[src/rtl/data_cache.sv]
// data_cache: direct-mapped, write-through, no-write-allocate data cache with
// one word per line. Load hits answer combinationally; misses and stores stall
// the pipeline while a request/ack transaction runs on the memory port.
// Optional load hit/miss counters are built when DCACHE_STATS_EN is defined.
//
// state      | meaning
// -----------+-----------------------------------------------------------
// IDLE       | serve load hits, launch miss fills and write-throughs
// READ_MISS  | word read outstanding; fill line on ack
// WRITE_THRU | store outstanding; merge into line on ack if it hits
module data_cache #(
    parameter int DATA_WIDTH = 32,
    parameter int ADDR_WIDTH = 32,
    parameter int INDEX_BITS = 6
) (
    input  logic                  clk,
    input  logic                  rst_n_i,
    input  logic                  memory_instruction_i,
    input  logic                  write_enable_i,
    input  logic                  byte_op_i,
    input  logic [ADDR_WIDTH-1:0] address_i,
    input  logic [DATA_WIDTH-1:0] write_data_i,
    output logic [DATA_WIDTH-1:0] rd_o,
    output logic                  stall_o,
    output logic                  mem_req_o,
    output logic                  mem_we_o,
    output logic [ADDR_WIDTH-1:0] mem_addr_o,
    output logic [DATA_WIDTH-1:0] mem_wdata_o,
    output logic [3:0]            mem_wstrb_o,
    input  logic                  mem_ack_i,
    input  logic [DATA_WIDTH-1:0] mem_rdata_i,
    output logic [31:0]           hit_count_o,
    output logic [31:0]           miss_count_o
);
    localparam int LINES    = 1 << INDEX_BITS;
    localparam int TAG_BITS = ADDR_WIDTH - INDEX_BITS - 2;

    typedef enum logic [1:0] {
        IDLE       = 2'd0,
        READ_MISS  = 2'd1,
        WRITE_THRU = 2'd2
    } state_t;

    state_t state, state_nxt;

    logic [LINES-1:0]      valid;
    logic [TAG_BITS-1:0]   tag_mem  [LINES];
    logic [DATA_WIDTH-1:0] data_mem [LINES];
    logic                  done;

    logic [1:0]            offset;
    logic [INDEX_BITS-1:0] index;
    logic [TAG_BITS-1:0]   tag;
    logic                  hit;
    logic                  load_hit;
    logic [DATA_WIDTH-1:0] line_word;
    logic [7:0]            line_byte;
    logic [3:0]            store_strb;
    logic [DATA_WIDTH-1:0] store_data;
    logic [DATA_WIDTH-1:0] merged_word;

    assign offset    = address_i[1:0];
    assign index     = address_i[INDEX_BITS+1:2];
    assign tag       = address_i[ADDR_WIDTH-1:INDEX_BITS+2];
    assign line_word = data_mem[index];
    assign line_byte = line_word[{offset, 3'b000} +: 8];

    assign hit      = memory_instruction_i && valid[index] && (tag_mem[index] == tag);
    assign load_hit = hit && !write_enable_i;

    assign store_strb = byte_op_i ? (4'b0001 << offset) : 4'b1111;
    assign store_data = byte_op_i ? {4{write_data_i[7:0]}} : write_data_i;

    // Load result: word or zero-extended byte on a load hit, otherwise zero.
    always_comb begin
        rd_o = '0;
        if (load_hit) begin
            if (byte_op_i) rd_o = {{(DATA_WIDTH-8){1'b0}}, line_byte};
            else           rd_o = line_word;
        end
    end

    // Byte-lane merge of a store into the currently cached word.
    always_comb begin
        merged_word = line_word;
        for (int i = 0; i < 4; i++) begin
            if (store_strb[i]) merged_word[i*8 +: 8] = store_data[i*8 +: 8];
        end
    end

    // The done flag lets the held store retire for one cycle without re-issuing.
    assign stall_o = (state != IDLE) ||
                     (memory_instruction_i && !load_hit && !(write_enable_i && done));

    // Next-state logic.
    always_comb begin
        state_nxt = state;
        case (state)
            IDLE: begin
                if (memory_instruction_i) begin
                    if (write_enable_i) begin
                        if (!done) state_nxt = WRITE_THRU;
                    end else if (!hit) begin
                        state_nxt = READ_MISS;
                    end
                end
            end
            READ_MISS, WRITE_THRU: begin
                if (mem_ack_i) state_nxt = IDLE;
            end
            default: state_nxt = IDLE;
        endcase
    end

    // State, valid bits, done flag and the registered memory request.
    always_ff @(posedge clk or negedge rst_n_i) begin
        if (!rst_n_i) begin
            state       <= IDLE;
            done        <= 1'b0;
            valid       <= '0;
            mem_req_o   <= 1'b0;
            mem_we_o    <= 1'b0;
            mem_addr_o  <= '0;
            mem_wdata_o <= '0;
            mem_wstrb_o <= '0;
        end else begin
            state <= state_nxt;
            done  <= (state == WRITE_THRU) && mem_ack_i;
            if (state == READ_MISS && mem_ack_i) valid[index] <= 1'b1;
            if (state == IDLE && state_nxt == READ_MISS) begin
                mem_req_o   <= 1'b1;
                mem_we_o    <= 1'b0;
                mem_addr_o  <= {tag, index, 2'b00};
                mem_wdata_o <= '0;
                mem_wstrb_o <= 4'b0000;
            end else if (state == IDLE && state_nxt == WRITE_THRU) begin
                mem_req_o   <= 1'b1;
                mem_we_o    <= 1'b1;
                mem_addr_o  <= {tag, index, 2'b00};
                mem_wdata_o <= store_data;
                mem_wstrb_o <= store_strb;
            end else if (state != IDLE && mem_ack_i) begin
                mem_req_o   <= 1'b0;
                mem_we_o    <= 1'b0;
                mem_addr_o  <= '0;
                mem_wdata_o <= '0;
                mem_wstrb_o <= 4'b0000;
            end
        end
    end

    // Tag and data arrays: filled on a read ack, merged on a store hit ack.
    always_ff @(posedge clk) begin
        if (state == READ_MISS && mem_ack_i) begin
            tag_mem[index]  <= tag;
            data_mem[index] <= mem_rdata_i;
        end else if (state == WRITE_THRU && mem_ack_i && hit) begin
            data_mem[index] <= merged_word;
        end
    end

`ifdef DCACHE_STATS_EN
    logic [31:0] hit_count;
    logic [31:0] miss_count;

    // Saturating load hit/miss counters.
    always_ff @(posedge clk or negedge rst_n_i) begin
        if (!rst_n_i) begin
            hit_count  <= '0;
            miss_count <= '0;
        end else begin
            if (state == IDLE && load_hit && hit_count != 32'hFFFF_FFFF)
                hit_count <= hit_count + 32'd1;
            if (state == IDLE && state_nxt == READ_MISS && miss_count != 32'hFFFF_FFFF)
                miss_count <= miss_count + 32'd1;
        end
    end

    assign hit_count_o  = hit_count;
    assign miss_count_o = miss_count;
`else
    assign hit_count_o  = '0;
    assign miss_count_o = '0;
`endif

endmodule

[config.mk]
export PLATFORM = sky130hd
export DESIGN_NAME = data_cache
export DESIGN_NICKNAME = d
export VERILOG_FILES = /design/src/rtl/data_cache.sv
export SDC_FILE = /design/constraint.sdc
export NUM_CORES = 2
export LEC_CHECK = 0
export CORE_UTILIZATION = 35
export CTS_CLUSTER_SIZE = 25
export DETAILED_ROUTE_END_ITERATION = 10
export HOLD_SLACK_MARGIN = 0.1
export SETUP_SLACK_MARGIN = 0.3
export SYNTH_ARGS = -nofsm -noshare
export SYNTH_HDL_FRONTEND = slang
export SYNTH_SLANG_ARGS = --single-unit
[constraint.sdc]
create_clock -name clk -period 5.88 [get_ports clk]
set_input_delay 0.588 -clock clk [delete_from_list [all_inputs] [get_ports clk]]
set_output_delay 0.588 -clock clk [all_outputs]
set_load 0.02 [all_outputs]
### Word level (Yosys, flattened, before mapping)

Memory sizes are Yosys's and may differ from the RTL's.
Index checks and enable logic that the tools add are counted.

* $add $sub $neg: 0
* multipliers: 0
* divide/modulo/power cells: 0
* $lt $le $gt $ge: 2
* eq/ne operators: 5
* shifts and indexed selects: 2
* muxes and demuxes: 36
* bitwise operators: 2
* reductions and logical operators: 21

Operator list (count)
* two-way mux 32 bit: 9
* bitwise OR 64 bit: 1
* two-way mux 8 bit: 4
* variable part select 32 x 6 -> 8 bit: 1
* equality test 24 bit: 1
* two-way mux 4 bit: 4
* logical AND 1 bit: 13
* two-way mux 1 bit: 11
* two-way mux 2 bit: 5
* < comparator 6 x 7 -> 1 bit, second input constant: 1
* binary-select mux 1 bit (select 6 bit): 1
* demux 1 bit (select 6 bit): 1
* greater-or-equal comparator 6 x 1 -> 1 bit, second input constant: 1
* equality test 2 x 1 -> 1 bit, second input constant: 2
* equality test 2 bit, second input constant: 2
* case mux 2 bit (2 select lines): 1
* << shifter 1 x 2 -> 4 bit, first input constant: 1
* zero test 1 bit: 3
* nonzero test 3 bit: 1
* zero test 2 bit: 1
* nonzero test 2 bit: 1
* OR reduction 2 bit: 1
* logical OR 1 bit: 1
* bitwise OR 1 bit: 1

* register bits: 137
* latch bits: 0
* bits in writable memories: 3584
* bits in read-only memories: 0
* input bits: 102
* output and inout port bits: 167
* word-level logic and storage cells: 78
* memories kept: 2

Memory list
* data_mem: depth 64, width 32, read ports 1, clocked after memory_dff 0, wr ports 1, line 48 `logic [DATA_WIDTH-1:0] data_mem [LINES];`
* tag_mem: depth 64, width 24, read ports 1, clocked after memory_dff 0, wr ports 1, line 47 `logic [TAG_BITS-1:0] tag_mem [LINES];`

### Longest topological paths before layout

* depth in word-level cells: 12
* gate-level depth with buffers: 22
* gate-level depth less buffers: 12

### Worst setup path after synthesis

Ideal clock, no wire load.

* path type: input port to flip-flop
* start point: input port address_i[4]
* end point: memory data_mem[0][0] (enable)
* setup time: 0.421 ns
* arrival time: 5.095 ns
* data required time: 5.459 ns
* path slack: 0.363 ns
* stages: 14
* path buffers: 5
* cells stage by stage: buf_2 > buf_6 > buf_4 > buf_2 > buf_1 > mux4_2 > a22oi_1 > a21oi_1 > or3_1 > a21oi_1 > nand4_1 > nor4_2 > o21ai_1 > nor2_1

* cells in the longest elaborated chain, start to end: 9
* elaborated cells on any way between the ends: 11
* those cells by class: eq/ne: 1; mux: 5; bitwise: 1; reduce/logical: 3; memory: 1

RTL lines
* start, declared: line 21 `input logic [ADDR_WIDTH-1:0] address_i,`
* parallel branches: the longest is 9 deep, another holds memory read (64 x 24 bit)
* end, declared: line 48

Several ways; the timed one is not identified. The select of a mux whose other input is x is not followed.

### Final worst setup path

* start point: input port address_i[5]
* end point: output port rd_o[12]

* cells in the longest elaborated chain, start to end: 6
* elaborated cells on any way between the ends: 10
* those cells by class: eq/ne: 1; mux: 4; reduce/logical: 3; memory: 2

RTL lines
* parallel branches: the longest is 5 deep, another holds memory read (64 x 24 bit)
* two-way mux 32 bit *: line 77 `if (load_hit) begin`
* end, declared: line 23 `output logic [DATA_WIDTH-1:0] rd_o,`

Every way passes the cells marked *. The select of a mux whose other input is x is not followed.

==> flow_metrics.env <==
export IMPL_switching_share_pct=23.9
export IMPL_maxSlewHeadroom_pct=-10.1
export IMPL_synth_warnings=0
export IMPL_yosysSeqAreaShare_pct=77.1
export IMPL_numPortBuffers=202
export IMPL_tightest_slew_ns=1.64
export IMPL_synth_edf_count=3584
export IMPL_via_per_inst=5.99
export IMPL_leakage_nw=57.3
export IMPL_criticalPathCategory="in -> out"
export IMPL_dieArea_sq_mm=0.414
export IMPL_clkPwrFrac_pct=39.4
export IMPL_coreArea_sq_mm=0.410
export IMPL_hold_viol_final=0
export IMPL_fillCellCount=35700
export IMPL_finalSetupViolCount=0
export IMPL_rows=235
export IMPL_numCtsBuffers=365
export IMPL_syn_inst=8055
export IMPL_synth_adder_area_share_pct=0.0348
export IMPL_grt_pass1_wl_microns=719000
export IMPL_cp_slowest_stage_delay_ns=0.64
export IMPL_slew_violations=3
export IMPL_reg2reg_depth=17
export IMPL_powerDensity_mw_per_mm2=334
export IMPL_crit_path_end="rd_o[12]"
export IMPL_crit_required_ns=5.29
export IMPL_r2r_end="data_mem[10][5]"
export IMPL_initial_core_util_pct=35.1
export IMPL_clock_sinks=3719
export IMPL_status="finished, violations left"
export IMPL_clk_latency_ns=0.94
export IMPL_path_clk_slew_ns=0.06
export IMPL_finalClockSkew_ns=0.0737
export IMPL_r2r_slack_ns=1.04
export IMPL_clock_fmax_mhz=172
export IMPL_instances_no_fill=14800
export IMPL_fp_dieW_microns=643
export IMPL_synth_async_sr_flop_share_pct=3.63
export IMPL_fin_crit_sh_pct=98.6
export IMPL_ant_nets=0
export IMPL_synthDistinctLibCells=82
export IMPL_regToRegStartpoint="tag_mem[1][21]"
export IMPL_critPathMaxFanout=33
export IMPL_place_congestion=0.943
export IMPL_synthMuxAreaShare_pct=8.48
export IMPL_grt_pass1_vias=84500
export IMPL_ioPinCount=269
export IMPL_firstDrtPassIters=6
export IMPL_cts_tree="done"
export IMPL_postSynthRegisterBits=3719
export IMPL_max_cap_violations=1
export IMPL_hold_path_class="in -> async"
export IMPL_comb_power_share_pct=9.6
export IMPL_synth_compound_area_share_pct=8.83
export IMPL_cp_cell_sequence="buf_4 -> buf_12 -> or3b_4 -> buf_4 -> o22ai_1 -> o21ai_0 -> o31a_1 -> nand4_1 -> xnor2_1 -> nand3_1 -> or4b_4 -> buf_8 -> or2_4 -> buf_16 -> nor2_4 -> buf_12"
export IMPL_rsz0062_at_grt="yes"
export IMPL_cts_max_path_buffers=4
export IMPL_synth_top_family_by_area="compound AO/OA/AOI/OAI gates"
export IMPL_max_vdd_ir_drop_mv=0.272
export IMPL_cts_root_buf="clkbuf_16"
export IMPL_violations="capacitance limit, slew limit"
export IMPL_power_mw=58.0
export IMPL_routed_wl_microns=536000
export IMPL_nNetsFinal=9146
export IMPL_intPower_mw=44.2
export IMPL_whs_ns=0.220
export IMPL_synth_xor_area_share_pct=0.0913
export IMPL_grt_max_degree=103
export IMPL_synth_main_ff_cell="edfxtp_1"
export IMPL_h_tree_depth=5
export IMPL_track_usage_pct=25.0
export IMPL_drive_above_1_share_pct=24.1
export IMPL_syn_to_final_growth_pct=20.8
export IMPL_wire_per_inst_microns=36.1
export IMPL_synth_area_sq_mm=0.144
export IMPL_synthSimpleGateAreaFrac_pct=3.08
export IMPL_dieHeight_microns=643
export IMPL_place_hpwl_microns=342000
export IMPL_drt_iter0_markers=14200
export IMPL_post_route_min_period_ns=5.80
export IMPL_critPathCaptureType="output pin"
export IMPL_power_frac_seq_pct=51.0
export IMPL_antenna_found_initial=40
export IMPL_cp_start_kind="input port"
export IMPL_drc=0
export IMPL_overflow=0
export IMPL_crit_start="address_i[5]"
export IMPL_place_inst=14100
export IMPL_dr_total_vias=88800
export IMPL_slowest_stage="or4b_4"
export IMPL_switching_power_mw=13.8
export IMPL_cp_arrival_ns=5.21
export IMPL_avgSynthCellArea_sq_um=17.9
-- Yosys cell counts (7+ instances only) --
cell type	instances	area share [%]
a2111oi_0	9	0.055
a211oi_1	22	0.11
a21oi_1	288	1.0
a221o_1	39	0.27
a221oi_1	339	2.1
a22o_1	95	0.58
a22oi_1	440	2.3
a311oi_1	7	0.043
a31oi_1	41	0.18
a32o_1	38	0.26
a41oi_1	14	0.085
and3_1	16	0.070
and3b_1	7	0.043
buf_1	78	0.20
buf_2	150	0.52
buf_4	116	0.60
buf_6	34	0.27
clkbuf_1	226	0.59
dfrtp_1	135	2.3
edfxtp_1	3584	75
inv_1	61	0.16
mux2_2	198	1.5
mux2i_1	569	4.0
mux4_2	190	3.0
nand2_1	205	0.53
nand2b_1	11	0.048
nand3_1	67	0.23
nand3b_1	8	0.042
nand4_1	43	0.19
nor2_1	348	0.91
nor2b_1	25	0.11
nor3_1	43	0.15
nor4_1	26	0.11
o211ai_1	15	0.078
o21ai_0	190	0.66
o21ai_1	9	0.031
o221ai_1	22	0.13
o22a_1	16	0.097
o22ai_1	131	0.57
or2_2	67	0.29
or4_1	12	0.063
xnor2_1	15	0.091
-- flip-flops by register name, indices dropped and copies added (netlist names) --
register,count
data_mem,2048
state,2
mem_we_o,1
mem_req_o,1
tag_mem,1536
valid,64
mem_addr_o,30
mem_wstrb_o,4
mem_wdata_o,32
done,1
-- power groups by stage --
| stage | sequential, mW | clock (mW) | combinational, mW |
|---|---|---|---|
| floorplan | 30.4 | 0 | 2.28 |
| global placement | 30.1 | 0 | 5.32 |
| detailed placement | 30.2 | 0 | 5.39 |
| CTS | 29.6 | 23.0 | 5.46 |
| global route | 29.6 | 23.9 | 5.72 |
| finish | 29.6 | 22.8 | 5.59 |
-- area by class of cell --
type | instances | area (sq um) | area share, %
antenna | 38 | 95.1 | 0.0547
clock buffer | 477 | 9810 | 5.64
clock inverter | 188 | 1570 | 0.903
inverter | 62 | 243 | 0.140
multi-input combinational | 3732 | 31600 | 18.2
sequential | 3719 | 111000 | 63.8
tap | 5451 | 6820 | 3.92
timing repair buffer | 1160 | 12800 | 7.34
-- worst min path at each step --
stage,end,cells after the start,start,slack (ns)
5_1_grt,mem_addr_o[21],3,address_i[21],0.23
3_5_place_dp,valid[41],1,valid[41],0.45
4_1_cts,tag_mem[31][12],1,address_i[20],0.18
3_3_place_gp,valid[63],1,valid[63],0.45
2_1_floorplan,done,0,rst_n_i,0.29
6_report,mem_addr_o[27],2,rst_n_i,0.22
-- routing by layer --
metal | part of all wire, % | global-route usage (%)
met5 | 0.0095 | 0
met4 | 6.7 | 14.9
met3 | 10 | 4.77
met2 | 46 | 39.1
met1 | 37 | 32.5
-- critical path: cells and delay by family --
family	cells	cell delay, ns
AOI/OAI and AO/OA	3	0.69
xor gates and xnor gates	1	0.42
buffers and inverters	6	1.32
and+or+nand+nor	6	2.04
-- stage by stage --
stage	setup slack [ns]	util [%]	cell area (sq um)	setup TNS, ns
2_1_floorplan	0.363	-	144000	0
3_3_place_gp	-0.777	39.4	161000	-977.93
3_5_place_dp	-0.686	39.4	161000	-834.74
4_1_cts	0.0750	42.3	173000	0
5_1_grt	0.0770	42.5	174000	0
6_report	0.0822	42.5	174000	0
-- cell families (layout without fill, tap and decap cells) --
kind of cell	Yosys count	count (layout)
AOI/OAI and AO/OA	1764	1764
other	1	104
and+or+nand+nor	926	926
muxes	957	957
adders and majority gates	4	4
xor gates and xnor gates	15	15
buffers and inverters	669	1887
DFF	3719	3719
-- placed cells by master (no fill, tap or decap), types with 199 or more instances in the layout --
cell type  Yosys  routed
a221oi_1     339     326
a21oi_1      288     285
mux2i_1      569     559
a22oi_1      440     438
edfxtp_1    3584    3584
clkbuf_16      0     376
buf_12         0     279
nand2_1      205     199
buf_4        116     671
nor2_1       348     207
-- timing repair --
action | 4_1_cts | 5_1_grt
resized for setup | 121 | 86
endpoints found under the hold margin | 46 | 0
pin swaps | 20 | 13
gates cloned | 2 | 2
setup endpoints to repair | 33 | 33
hold buffers | 6 | 0
buffers inserted | 8 | 5
Note: power is estimated with default switching activity, not from simulation.
